<file path="config.mk">
export PLATFORM = sky130hd
export DESIGN_NAME = cache_line_xfer
export DESIGN_NICKNAME = d
export VERILOG_FILES = /design/src/rtl/cache_line_xfer.sv
export SDC_FILE = /design/constraint.sdc
export NUM_CORES = 1
export LEC_CHECK = 0
export CAP_MARGIN = 20
export CELL_PAD_IN_SITES_DETAIL_PLACEMENT = 0
export CELL_PAD_IN_SITES_GLOBAL_PLACEMENT = 1
export CORE_UTILIZATION = 45
export CTS_CLUSTER_DIAMETER = 30
export CTS_CLUSTER_SIZE = 24
export DETAILED_ROUTE_END_ITERATION = 10
export PLACE_DENSITY_LB_ADDON = 0.1
export RECOVER_POWER = 50
export SETUP_SLACK_MARGIN = 0.2
export SLEW_MARGIN = 25
export SYNTH_ARGS = -nofsm -noshare
export SYNTH_HDL_FRONTEND = slang
export SYNTH_SLANG_ARGS = --single-unit
</file>
<file path="constraint.sdc">
create_clock -name clk -period 5.3 [get_ports clk]
set_input_delay 1.06 -clock clk [delete_from_list [all_inputs] [get_ports clk]]
set_output_delay 1.06 -clock clk [all_outputs]
set_load 0.1 [all_outputs]
</file>
<file path="src/rtl/cache_line_xfer.sv">
// Line-transfer engine: moves whole cache lines between the data RAM and the bus
// as single Avalon bursts (writeback: RAM -> bus, refill: bus -> RAM).
module cache_line_xfer #(
  parameter int unsigned LINE_WORDS = 8,
  parameter int unsigned IDX_W      = 3,
  parameter int unsigned BC_W       = 4
) (
  input  logic              clk,
  input  logic              rest,
  input  logic              req_valid,
  input  logic              req_write,
  input  logic [31:0]       req_addr,
  output logic              req_ready,
  output logic              busy,
  output logic              done,
  output logic [IDX_W-1:0]  ram_addr,
  output logic              ram_rd,
  input  logic [31:0]       ram_rdata,
  output logic              ram_wr,
  output logic [31:0]       ram_wdata,
  output logic [31:0]       m_address,
  output logic [3:0]        m_byteEnable,
  output logic              m_read,
  output logic              m_write,
  output logic [31:0]       m_writeData,
  input  logic              m_waitRequest,
  output logic              m_beginBurstTransfer,
  output logic [BC_W-1:0]   m_burstCount,
  input  logic [31:0]       m_readData,
  input  logic              m_readDataValid
);

  typedef enum logic [2:0] {
    StIdle,
    StWbLoad,
    StWbBurst,
    StRfCmd,
    StRfData,
    StDone
  } state_t;

  localparam logic [IDX_W:0]  Words = (IDX_W + 1)'(LINE_WORDS);
  localparam logic [IDX_W:0]  Last  = (IDX_W + 1)'(LINE_WORDS - 1);
  localparam logic [IDX_W:0]  One   = (IDX_W + 1)'(1);
  localparam logic [BC_W-1:0] Bc    = BC_W'(LINE_WORDS);

  state_t           state;
  logic [31:0]      base;
  logic [IDX_W:0]   beat;
  logic [IDX_W:0]   idx;
  logic [IDX_W-1:0] rd_addr;
  logic [31:0]      line_buf [LINE_WORDS];

  logic [31:0]      aligned_addr;
  logic [IDX_W:0]   nidx;
  logic [IDX_W:0]   nbeat;
  logic [IDX_W-1:0] prev_idx;
  logic             rf_beat_wr;
  logic             unused_addr_bits;

  assign aligned_addr     = {req_addr[31:IDX_W+2], {(IDX_W + 2){1'b0}}};
  assign unused_addr_bits = ^req_addr[IDX_W+1:0];
  assign nidx             = idx + One;
  assign nbeat            = beat + One;
  assign prev_idx         = idx[IDX_W-1:0] - IDX_W'(1);

  // Refill data goes straight from the bus into the RAM in the beat's own cycle.
  assign rf_beat_wr = (state == StRfData) && m_readDataValid;
  assign ram_wr     = rf_beat_wr;
  assign ram_wdata  = rf_beat_wr ? m_readData : 32'h0;
  assign ram_addr   = rf_beat_wr ? beat[IDX_W-1:0] : rd_addr;

  // Read data lags its strobe by one cycle, so idx=k captures word k-1.
  always_ff @(posedge clk) begin
    if (state == StWbLoad && idx != '0) begin
      line_buf[prev_idx] <= ram_rdata;
    end
  end

  always_ff @(posedge clk) begin
    if (rest) begin
      state                <= StIdle;
      base                 <= 32'h0;
      beat                 <= '0;
      idx                  <= '0;
      rd_addr              <= '0;
      req_ready            <= 1'b1;
      busy                 <= 1'b0;
      done                 <= 1'b0;
      ram_rd               <= 1'b0;
      m_address            <= 32'h0;
      m_byteEnable         <= 4'h0;
      m_read               <= 1'b0;
      m_write              <= 1'b0;
      m_writeData          <= 32'h0;
      m_beginBurstTransfer <= 1'b0;
      m_burstCount         <= '0;
    end else begin
      done <= 1'b0;
      case (state)
        StIdle: begin
          if (req_valid) begin
            base      <= aligned_addr;
            beat      <= '0;
            idx       <= '0;
            req_ready <= 1'b0;
            busy      <= 1'b1;
            if (req_write) begin
              state   <= StWbLoad;
              ram_rd  <= 1'b1;
              rd_addr <= '0;
            end else begin
              state                <= StRfCmd;
              m_read               <= 1'b1;
              m_address            <= aligned_addr;
              m_burstCount         <= Bc;
              m_byteEnable         <= 4'hF;
              m_beginBurstTransfer <= 1'b1;
            end
          end
        end

        StWbLoad: begin
          if (idx == Words) begin
            // Final word lands in line_buf this edge; word 0 has long been stable.
            state                <= StWbBurst;
            m_write              <= 1'b1;
            m_address            <= base;
            m_burstCount         <= Bc;
            m_byteEnable         <= 4'hF;
            m_beginBurstTransfer <= 1'b1;
            m_writeData          <= line_buf[0];
          end else begin
            idx <= nidx;
            if (nidx == Words) begin
              ram_rd  <= 1'b0;
              rd_addr <= '0;
            end else begin
              ram_rd  <= 1'b1;
              rd_addr <= nidx[IDX_W-1:0];
            end
          end
        end

        StWbBurst: begin
          if (!m_waitRequest) begin
            if (beat == Last) begin
              state                <= StDone;
              done                 <= 1'b1;
              m_write              <= 1'b0;
              m_address            <= 32'h0;
              m_burstCount         <= '0;
              m_byteEnable         <= 4'h0;
              m_beginBurstTransfer <= 1'b0;
              m_writeData          <= 32'h0;
            end else begin
              beat                 <= nbeat;
              m_writeData          <= line_buf[nbeat[IDX_W-1:0]];
              m_beginBurstTransfer <= 1'b0;
            end
          end
        end

        StRfCmd: begin
          if (!m_waitRequest) begin
            state                <= StRfData;
            m_read               <= 1'b0;
            m_address            <= 32'h0;
            m_burstCount         <= '0;
            m_byteEnable         <= 4'h0;
            m_beginBurstTransfer <= 1'b0;
          end
        end

        StRfData: begin
          if (m_readDataValid) begin
            beat <= nbeat;
            if (beat == Last) begin
              state <= StDone;
              done  <= 1'b1;
            end
          end
        end

        StDone: begin
          state     <= StIdle;
          req_ready <= 1'b1;
          busy      <= 1'b0;
        end

        default: begin
          state     <= StIdle;
          req_ready <= 1'b1;
          busy      <= 1'b0;
        end
      endcase
    end
  end

endmodule

</file>
Word level (Yosys, flattened, before mapping)
Memories as Yosys holds them, arrays and structs flattened.
Cells that the tools add are included.
- add/subtract/negate cells: 3
- equality and inequality tests: 18
- multiplexer cells: 68
- bitwise operators: 1
- reductions and logical operators: 23
- operator list (kind ; count):
    two-way mux 32 bit ; 10
    case mux 32 bit (4 select lines) ; 1
    case mux 32 bit (2 select lines) ; 1
    two-way mux 4 bit ; 14
    two-way mux 3 bit ; 11
    case mux 4 bit (4 select lines) ; 2
    != test 2 bit, second input constant ; 10
    two-way mux 1 bit ; 17
    case mux 3 bit (5 select lines) ; 1
    AND reduction 5 bit ; 3
    case mux 1 bit (2 select lines) ; 6
    case mux 4 bit (3 select lines) ; 1
    AND reduction 4 bit ; 3
    adder 4 x 1 -> 4 bit, second input constant ; 2
    == test 4 bit, second input constant ; 2
    case mux 4 bit (2 select lines) ; 1
    nonzero test 4 bit ; 2
    AND reduction 7 bit ; 1
    == test 3 x 2 -> 1 bit, second input constant ; 2
    case mux 3 bit (2 select lines) ; 1
    AND reduction 3 bit ; 2
    nonzero test 2 bit ; 3
    nonzero test 3 bit ; 2
    == test 4 x 3 -> 1 bit, second input constant ; 1
    12 further kinds ; 14
- flip-flop bits (word level): 120
- RAM bits: 256
- input bits: 102
- output and inout bits: 115
- word-level logic and storage cells: 130
- memories: 1
- memory list (memory ; depth ; width ; read ports ; clocked after memory_dff ; write ports ; line ; source):
    line_buf ; 8 ; 32 ; 2 ; 0 ; 1 ; 52 ; logic [31:0] line_buf [LINE_WORDS];

Longest topological paths before layout
Gate-level depths: netlist of run 1.
- depth after elaboration: 5
- depth in mapped cells: 9
- mapped depth without buffers: 6

Worst setup path after synthesis of run 1
OpenSTA, ideal clock, no wires.
- path type: reg-to-reg
- from: register idx[0]
- to: memory line_buf[3][0], enable pin
- setup time: 501 ps
- arrival: 4244 ps
- data required time: 4799 ps
- setup slack: 554 ps
- cell stages (with the launch flop): 6
- buffers on the path: 2
- clock period less this slack: 4746 ps
- cells stage by stage: dfxtp_1 > clkbuf_1 > inv_1 > ha_1 > clkbuf_1 > nor4_1
- longest elaborated chain between the ends: 4
- elaborated cells between the ends (all ways): 5
- those cells by class: add/sub: 1; mux: 2; reduce/logical: 2
- RTL lines (what ; line ; source):
    start, declared ; 50 ; logic [IDX_W:0] idx;
    start signal, assigned ; 134 ; idx <= nidx;
    nonzero test 4 bit ; 75 ; if (state == StWbLoad && idx != '0) begin
    logical AND 1 bit ; 75 ;
    two-way mux 1 bit ; 75 ;
    two-way mux 1 bit (not written as such) ; 76 ; line_buf[prev_idx] <= ram_rdata;
    end, declared ; 52 ;
Parallel ways exist; a longest one is shown, timed or not.

Worst setup path in the final report of run 1
- from: input m_readDataValid
- to: output ram_wdata[21]
- longest elaborated chain between the ends: 2
- RTL lines (what ; line ; source):
    start, declared ; 30 ; input logic m_readDataValid
    logical AND 1 bit ; 68 ; assign rf_beat_wr = (state == StRfData) && m_readDataValid;
    two-way mux 32 bit ; 70 ; assign ram_wdata = rf_beat_wr ? m_readData : 32'h0;
    end, declared ; 20 ; output logic [31:0] ram_wdata,
Every way passes these cells.

==> results of run 1 <==
-- routing by layer --
layer  track usage  routed length (µm)  vias to the layer above
met2         0.365               17800                      373
met5             0                  46                        -
met3        0.0547                2680                       42
li1              -                   -                     4339
met4        0.0578                 461                        8
met1         0.288               15600                     4619
-- metrics by stage --
stage          setup WS, ps  cell area (µm²)  total power [mW]
2_1_floorplan           554            14700              5.90
6_report               1580            19500              11.3
4_1_cts                1580            19600              11.4
3_3_place_gp           1580            17000              6.63
3_5_place_dp           1580            17000              6.65
5_1_grt                1470            19500              11.7
-- state kept, by name (all words and copies together), names as in the netlist --
signal,cells
m_read,1
done,1
beat,4
m_writeData,32
ram_rd,1
m_write,1
m_address,27
line_buf,256
m_beginBurstTransfer,1
req_ready,1
idx,4
rd_addr,3
busy,1
state,3
base,27
m_byteEnable,1
-- cell usage after synthesis (4+ instances only) --
library cell / number / area, µm²
nand2_1: 96 / 360
a221oi_1: 44 / 385
buf_4: 18 / 135
nand3_1: 4 / 20.0
o21ai_0: 27 / 135
edfxtp_1: 256 / 7690
nor2_1: 11 / 41.3
clkbuf_1: 33 / 124
a21oi_1: 49 / 245
buf_2: 32 / 160
a221oi_2: 10 / 150
xor2_1: 4 / 35.0
mux2_2: 4 / 45.0
a31oi_1: 33 / 206
dfxtp_1: 108 / 2160
buf_6: 6 / 67.6
o21ai_1: 19 / 95.1
a32oi_1: 31 / 272
and2_1: 33 / 206
nor3_1: 6 / 30.0
inv_1: 35 / 131
mux4_2: 64 / 1440
-- worst max-delay path, cell delays in order --
cell and delay, ps:
clkdlybuf4s50_1 500, and3_1 300, buf_4 320, and2_1 180, buf_4 290
-- power by group through the flow --
stage / logic, mW / registers (mW) / clock network, mW
floorplan: 1.23 / 4.68 / 0
global placement: 3.13 / 3.51 / 0
detailed placement: 3.14 / 3.51 / 0
CTS: 3.14 / 3.46 / 4.80
global route: 3.26 / 3.49 / 4.96
finish: 3.12 / 3.45 / 4.73
-- worst paths after layout --
check	end	slack, ps	cells past startpoint	from
hold / removal	base[10]	450	2	base[10]
setup / recovery	ram_wdata[21]	1580	5	m_readDataValid
hold reg to reg	base[10]	450	2	base[10]
setup reg to reg	m_writeData[15]	1790	6	state[0]
-- kinds of logic after synthesis --
group / share of synthesized area
adders and majority gates: 0.00256
muxes: 0.101
DFF: 0.672
AOI/OAI and AO/OA: 0.117
xor gates and xnor gates: 0.00239
other: 0.000256
buffers and inverters: 0.0427
and+or+nand+nor: 0.0620
-- cells in the final DEF, fill, tap and decap left out, types with 4 or more instances in the layout --
cell type	n
nand2_1	95
nand3_1	4
conb_1	8
o21ai_1	19
clkbuf_8	4
clkdlybuf4s50_1	132
mux2_2	4
inv_1	35
clkinvlp_4	12
a21oi_1	49
a221oi_1	44
mux4_2	64
dfxtp_1	107
dlygate4sd3_1	33
bufinv_16	11
nor3_1	6
clkbuf_16	74
clkinv_2	12
edfxtp_1	256
and2_1	33
clkbuf_1	16
o21ai_0	27
a221oi_2	10
a32oi_1	31
nor2_1	11
buf_4	57
a31oi_1	33
-- layout make-up --
cell class / instances / area [µm²] / share of cell area
Inverter: 35 / 131 / 0.00674
Sequential cell: 364 / 9850 / 0.505
Clock buffer: 87 / 1940 / 0.0995
Timing Repair Buffer: 231 / 2120 / 0.108
Clock inverter: 48 / 657 / 0.0337
Multi-Input combinational cell: 502 / 4260 / 0.218
Tap cell: 435 / 544 / 0.0279
==> impl_metrics.env, run 1 <==
export IMPL_setup_viol=0
export IMPL_drc=0
export IMPL_finalClockSkew_ps=28.3
export IMPL_finalNetCount=1312
export IMPL_vias_per_cell=5.51
export IMPL_pwr_share_seq=0.306
export IMPL_area_delta_synth_final_pct=33.0
export IMPL_place_inst=1567
export IMPL_final_max_slew_viol_count=108
export IMPL_port_buffers=203
export IMPL_period_share=0.702
export IMPL_arrival_ps=2660
export IMPL_whs_ps=452
export IMPL_drt_iter0_drc=645
export IMPL_core_um2=31800
export IMPL_netlist_area_um2=14700
export IMPL_switchingPower_mw=4.01
export IMPL_worst_slew_pin_slew_ps=1730
export IMPL_dr_pass1_iters=5
export IMPL_route_vias_total=9381
export IMPL_gp_congestion=0.740
export IMPL_fin_util=0.613
export IMPL_track_usage=0.220
export IMPL_synth_ff_type="edfxtp_1"
export IMPL_die_height_um=183
export IMPL_synth_edff_count=256
export IMPL_hold_viol_final=0
export IMPL_hold_buffers=0
export IMPL_cts_buffers=73
export IMPL_clock_insertion_delay_worst_skew_ps=570
export IMPL_antenna_found_initial=5
export IMPL_hpwlAfterDp_um=20500
export IMPL_holdCritPathClass="register to register"
export IMPL_fill_cells=2427
export IMPL_maxCapViolations=4
export IMPL_power_leakage_nw=6.62
export IMPL_start_kind="primary input"
export IMPL_layout_drive_gt1_share=0.219
export IMPL_internal_power_mw=7.29
export IMPL_die_area_um2=33300
export IMPL_wl_um=36600
export IMPL_wl_per_cell_um=21.5
export IMPL_start_util=0.461
export IMPL_cp_end_kind="primary output"
export IMPL_period_minus_slack_ps=3720
export IMPL_rsz0062_at_grt="false"
export IMPL_outcome="finished with violations"
export IMPL_slew_headroom=-0.153
export IMPL_clkPwrFrac=0.418
export IMPL_post_cts_setup_buffer_count=0
export IMPL_h_tree_depth=3
export IMPL_syn_avg_cell_area_um2=14.9
export IMPL_powerDensity_nw_per_um2=579
export IMPL_overflow=0
export IMPL_clock_sinks=364
export IMPL_critical_path_max_fanout=33
export IMPL_root_buffer="clkbuf_16"
export IMPL_crit_required_ps=4240
export IMPL_synth_seq_area_share=0.672
export IMPL_instances_no_fill=1702
export IMPL_postRouteAntennaNets=0
export IMPL_path_class="primary input to primary output"
export IMPL_cts_repair_resized=0
export IMPL_grt_pass1_wl_um=54800
export IMPL_clk_pin_slew_ps=40
export IMPL_row_count=65
export IMPL_p_sw_frac=0.355
export IMPL_cts_tree="built"
export IMPL_fmax_mhz=269
export IMPL_ys_warn_count=0
export IMPL_antenna_diode_count=0
export IMPL_clock_path_buffers=3
export IMPL_synth_seq_cells=364
export IMPL_comb_power_share=0.276
export IMPL_grt_max_degree=65
export IMPL_ys_types=59
export IMPL_failed_checks="max-capacitance violations, max-slew violations"
export IMPL_die_w_um=183
export IMPL_grt_pass1_vias=9167
export IMPL_max_vdd_ir_drop_mv=0.462
export IMPL_setup_tns_ps=0
export IMPL_async_flop_share=0
export IMPL_syn_inst=985
export IMPL_ios=217
No activity file was read; power rests on OpenSTA's default activity.
==> inputs of run 2 (changes only) <==
- clock period: 5.3 -> 3.8 ns (I/O delays scaled with it)
==> run 2 against run 1 <==
The flow still finishes with violations (max-capacitance violations, max-slew violations). Register-to-register slack worse by 1200 ps. Critical path depth is the same. Sequential share of layout area fell by 1.4 points. Critical endpoint unchanged. Largest cell class unchanged. Largest power group unchanged. Highest routed layer unchanged.
==> impl_metrics.env, run 2 (synthesis results as in run 1) <==
export IMPL_cts_buffers=78
export IMPL_h_tree_depth=3
export IMPL_switchingPower_mw=5.74
export IMPL_hold_viol_final=0
export IMPL_path_cells="nor2_1 > and3_1 > buf_4 > and2_1 > buf_12"
export IMPL_max_stage_delay_ps=760
export IMPL_pwr_share_seq=0.305
export IMPL_max_vdd_ir_drop_mv=0.548
export IMPL_r2r_slack_ps=590
export IMPL_largest_register="line_buf"
export IMPL_powerDensity_nw_per_um2=784
export IMPL_hold_buffers=0
export IMPL_period_share=0.849
export IMPL_cp_slowest_cell="dfxtp_1"
export IMPL_row_count=65
export IMPL_area_delta_synth_final_pct=36.7
export IMPL_grt_max_degree=65
export IMPL_place_ws_ps=696
export IMPL_r2r_start="state[0]"
export IMPL_hp_start="base[27]"
export IMPL_slew_headroom=-0.0663
export IMPL_postRouteAntennaNets=0
export IMPL_cts_repair_resized=0
export IMPL_root_buffer="clkbuf_16"
export IMPL_largest_reg_flops=256
export IMPL_critPathBufInv=2
export IMPL_p_sw_frac=0.366
export IMPL_arrival_ps=2470
export IMPL_start_util=0.461
export IMPL_port_buffers=203
export IMPL_drt_iter0_drc=619
export IMPL_maxCapViolations=3
export IMPL_layout_drive_gt1_share=0.227
export IMPL_reg2regPathDepth=4
export IMPL_post_cts_setup_buffer_count=0
export IMPL_clock_sinks=364
export IMPL_gp_congestion=0.756
export IMPL_cp_end_kind="primary output"
export IMPL_overflow=0
export IMPL_finalClockSkew_ps=39.5
export IMPL_holdCritPathClass="register to register"
export IMPL_start_kind="register"
export IMPL_final_cell_mix="edfxtp_1, clkdlybuf4s50_1, dfxtp_1"
export IMPL_instances_no_fill=1717
export IMPL_reg_top3="line_buf x256, m_writeData x32"
export IMPL_internal_power_mw=9.97
export IMPL_die_height_um=183
export IMPL_hpwlAfterDp_um=20400
export IMPL_final_common_cell="edfxtp_1"
export IMPL_dr_pass1_iters=5
export IMPL_fin_area_um2=20000
export IMPL_grt_pass1_wl_um=55300
export IMPL_critical_path_max_fanout=33
export IMPL_core_um2=31800
export IMPL_clkPwrFrac=0.413
export IMPL_outcome="finished with violations"
export IMPL_vias_per_cell=5.51
export IMPL_grt_pass1_vias=9368
export IMPL_period_minus_slack_ps=3230
export IMPL_failed_checks="max-capacitance violations, max-slew violations"
export IMPL_comb_power_share=0.283
export IMPL_antenna_found_initial=2
export IMPL_die_w_um=183
export IMPL_route_vias_total=9457
export IMPL_min_to="base[27]"
export IMPL_wl_um=36500
export IMPL_clock_insertion_delay_worst_skew_ps=590
export IMPL_power_leakage_nw=6.76
export IMPL_clk_pin_slew_ps=50
export IMPL_finalNetCount=1322
export IMPL_postPlaceCellArea_um2=17500
export IMPL_cts_tree="built"
export IMPL_worst_slew_pin_slew_ps=1590
export IMPL_fmax_mhz=310
export IMPL_rsz0062_at_grt="false"
export IMPL_wl_per_cell_um=21.2
export IMPL_hold_path_depth=2
export IMPL_r2r_end="line_buf[0][25]"
export IMPL_track_usage=0.221
export IMPL_clock_path_buffers=3
export IMPL_crit_required_ps=3040
export IMPL_crit_family="flip-flops"
export IMPL_fin_ws_ps=573
export IMPL_final_max_slew_viol_count=71
export IMPL_ios=217
export IMPL_die_area_um2=33300
export IMPL_path_class="register to primary output"
export IMPL_place_inst=1572
export IMPL_drc=0
export IMPL_setup_viol=0
run 2: cell count changes in the layout (fill, tap and decap cells not counted), moves of 3 or more:
cell,before,now
clkinv_2,12,15
bufinv_16,11,5
inv_6,2,6
clkbuf_1,16,13
clkinv_1,3,7
buf_4,57,24
clkbuf_16,74,78
clkinv_4,1,4
buf_12,0,40
run 2: area by class of cell:
class / count / area [µm²]
Multi-Input combinational cell: 502 / 4260
Timing Repair Buffer: 236 / 2660
Clock buffer: 86 / 2000
Clock inverter: 58 / 591
Sequential cell: 364 / 9850
Inverter: 35 / 131
Antenna cell: 1 / 2.50
Fill cell: 2350 / 11800
Tap cell: 435 / 544
run 2: how the worst max path moves through the flow:
stage | start | endpoint | slack (ps) | cells past startpoint
floorplan | idx[0] | line_buf[3][0] | -950 | 5
global placement | m_readDataValid | ram_wdata[21] | 720 | 5
detailed placement | m_readDataValid | ram_wdata[21] | 700 | 5
CTS | state[0] | ram_wdata[21] | 530 | 5
global route | state[0] | line_buf[0][25] | 310 | 4
finish | state[0] | ram_wdata[21] | 570 | 5
run 2: tightest hold or removal path, stage by stage, from the launching register on:
cell	delay (ps)
dfxtp_1	300
nand2_1	50
a21oi_1	50
run 2: stage by stage:
| stage | power [mW] | setup TNS (ps) | util | hold slack [ps] |
|---|---|---|---|---|
| 2_1_floorplan | 8.23 | -76120 | - | 436 |
| 3_3_place_gp | 9.30 | 0 | 0.551 | 442 |
| 3_5_place_dp | 9.33 | 0 | 0.551 | 447 |
| 4_1_cts | 15.9 | 0 | 0.632 | 453 |
| 5_1_grt | 16.3 | 0 | 0.630 | 466 |
| 6_report | 15.7 | 0 | 0.630 | 451 |
run 2: layer usage:
| metal | track usage | share of wire |
|---|---|---|
| met1 | 0.293 | 0.43 |
| met2 | 0.363 | 0.49 |
| met3 | 0.0491 | 0.069 |
| met4 | 0.0709 | 0.014 |
| met5 | 0 | 0.00036 |
run 2: power groups by stage:
stage / sequential (mW) / clock, mW / combinational (mW)
after floorplan: 6.53 / 0 / 1.71
after global placement: 4.85 / 0 / 4.45
after detailed placement: 4.86 / 0 / 4.47
after CTS: 4.80 / 6.58 / 4.48
after global routing: 4.83 / 6.80 / 4.65
final: 4.79 / 6.48 / 4.44
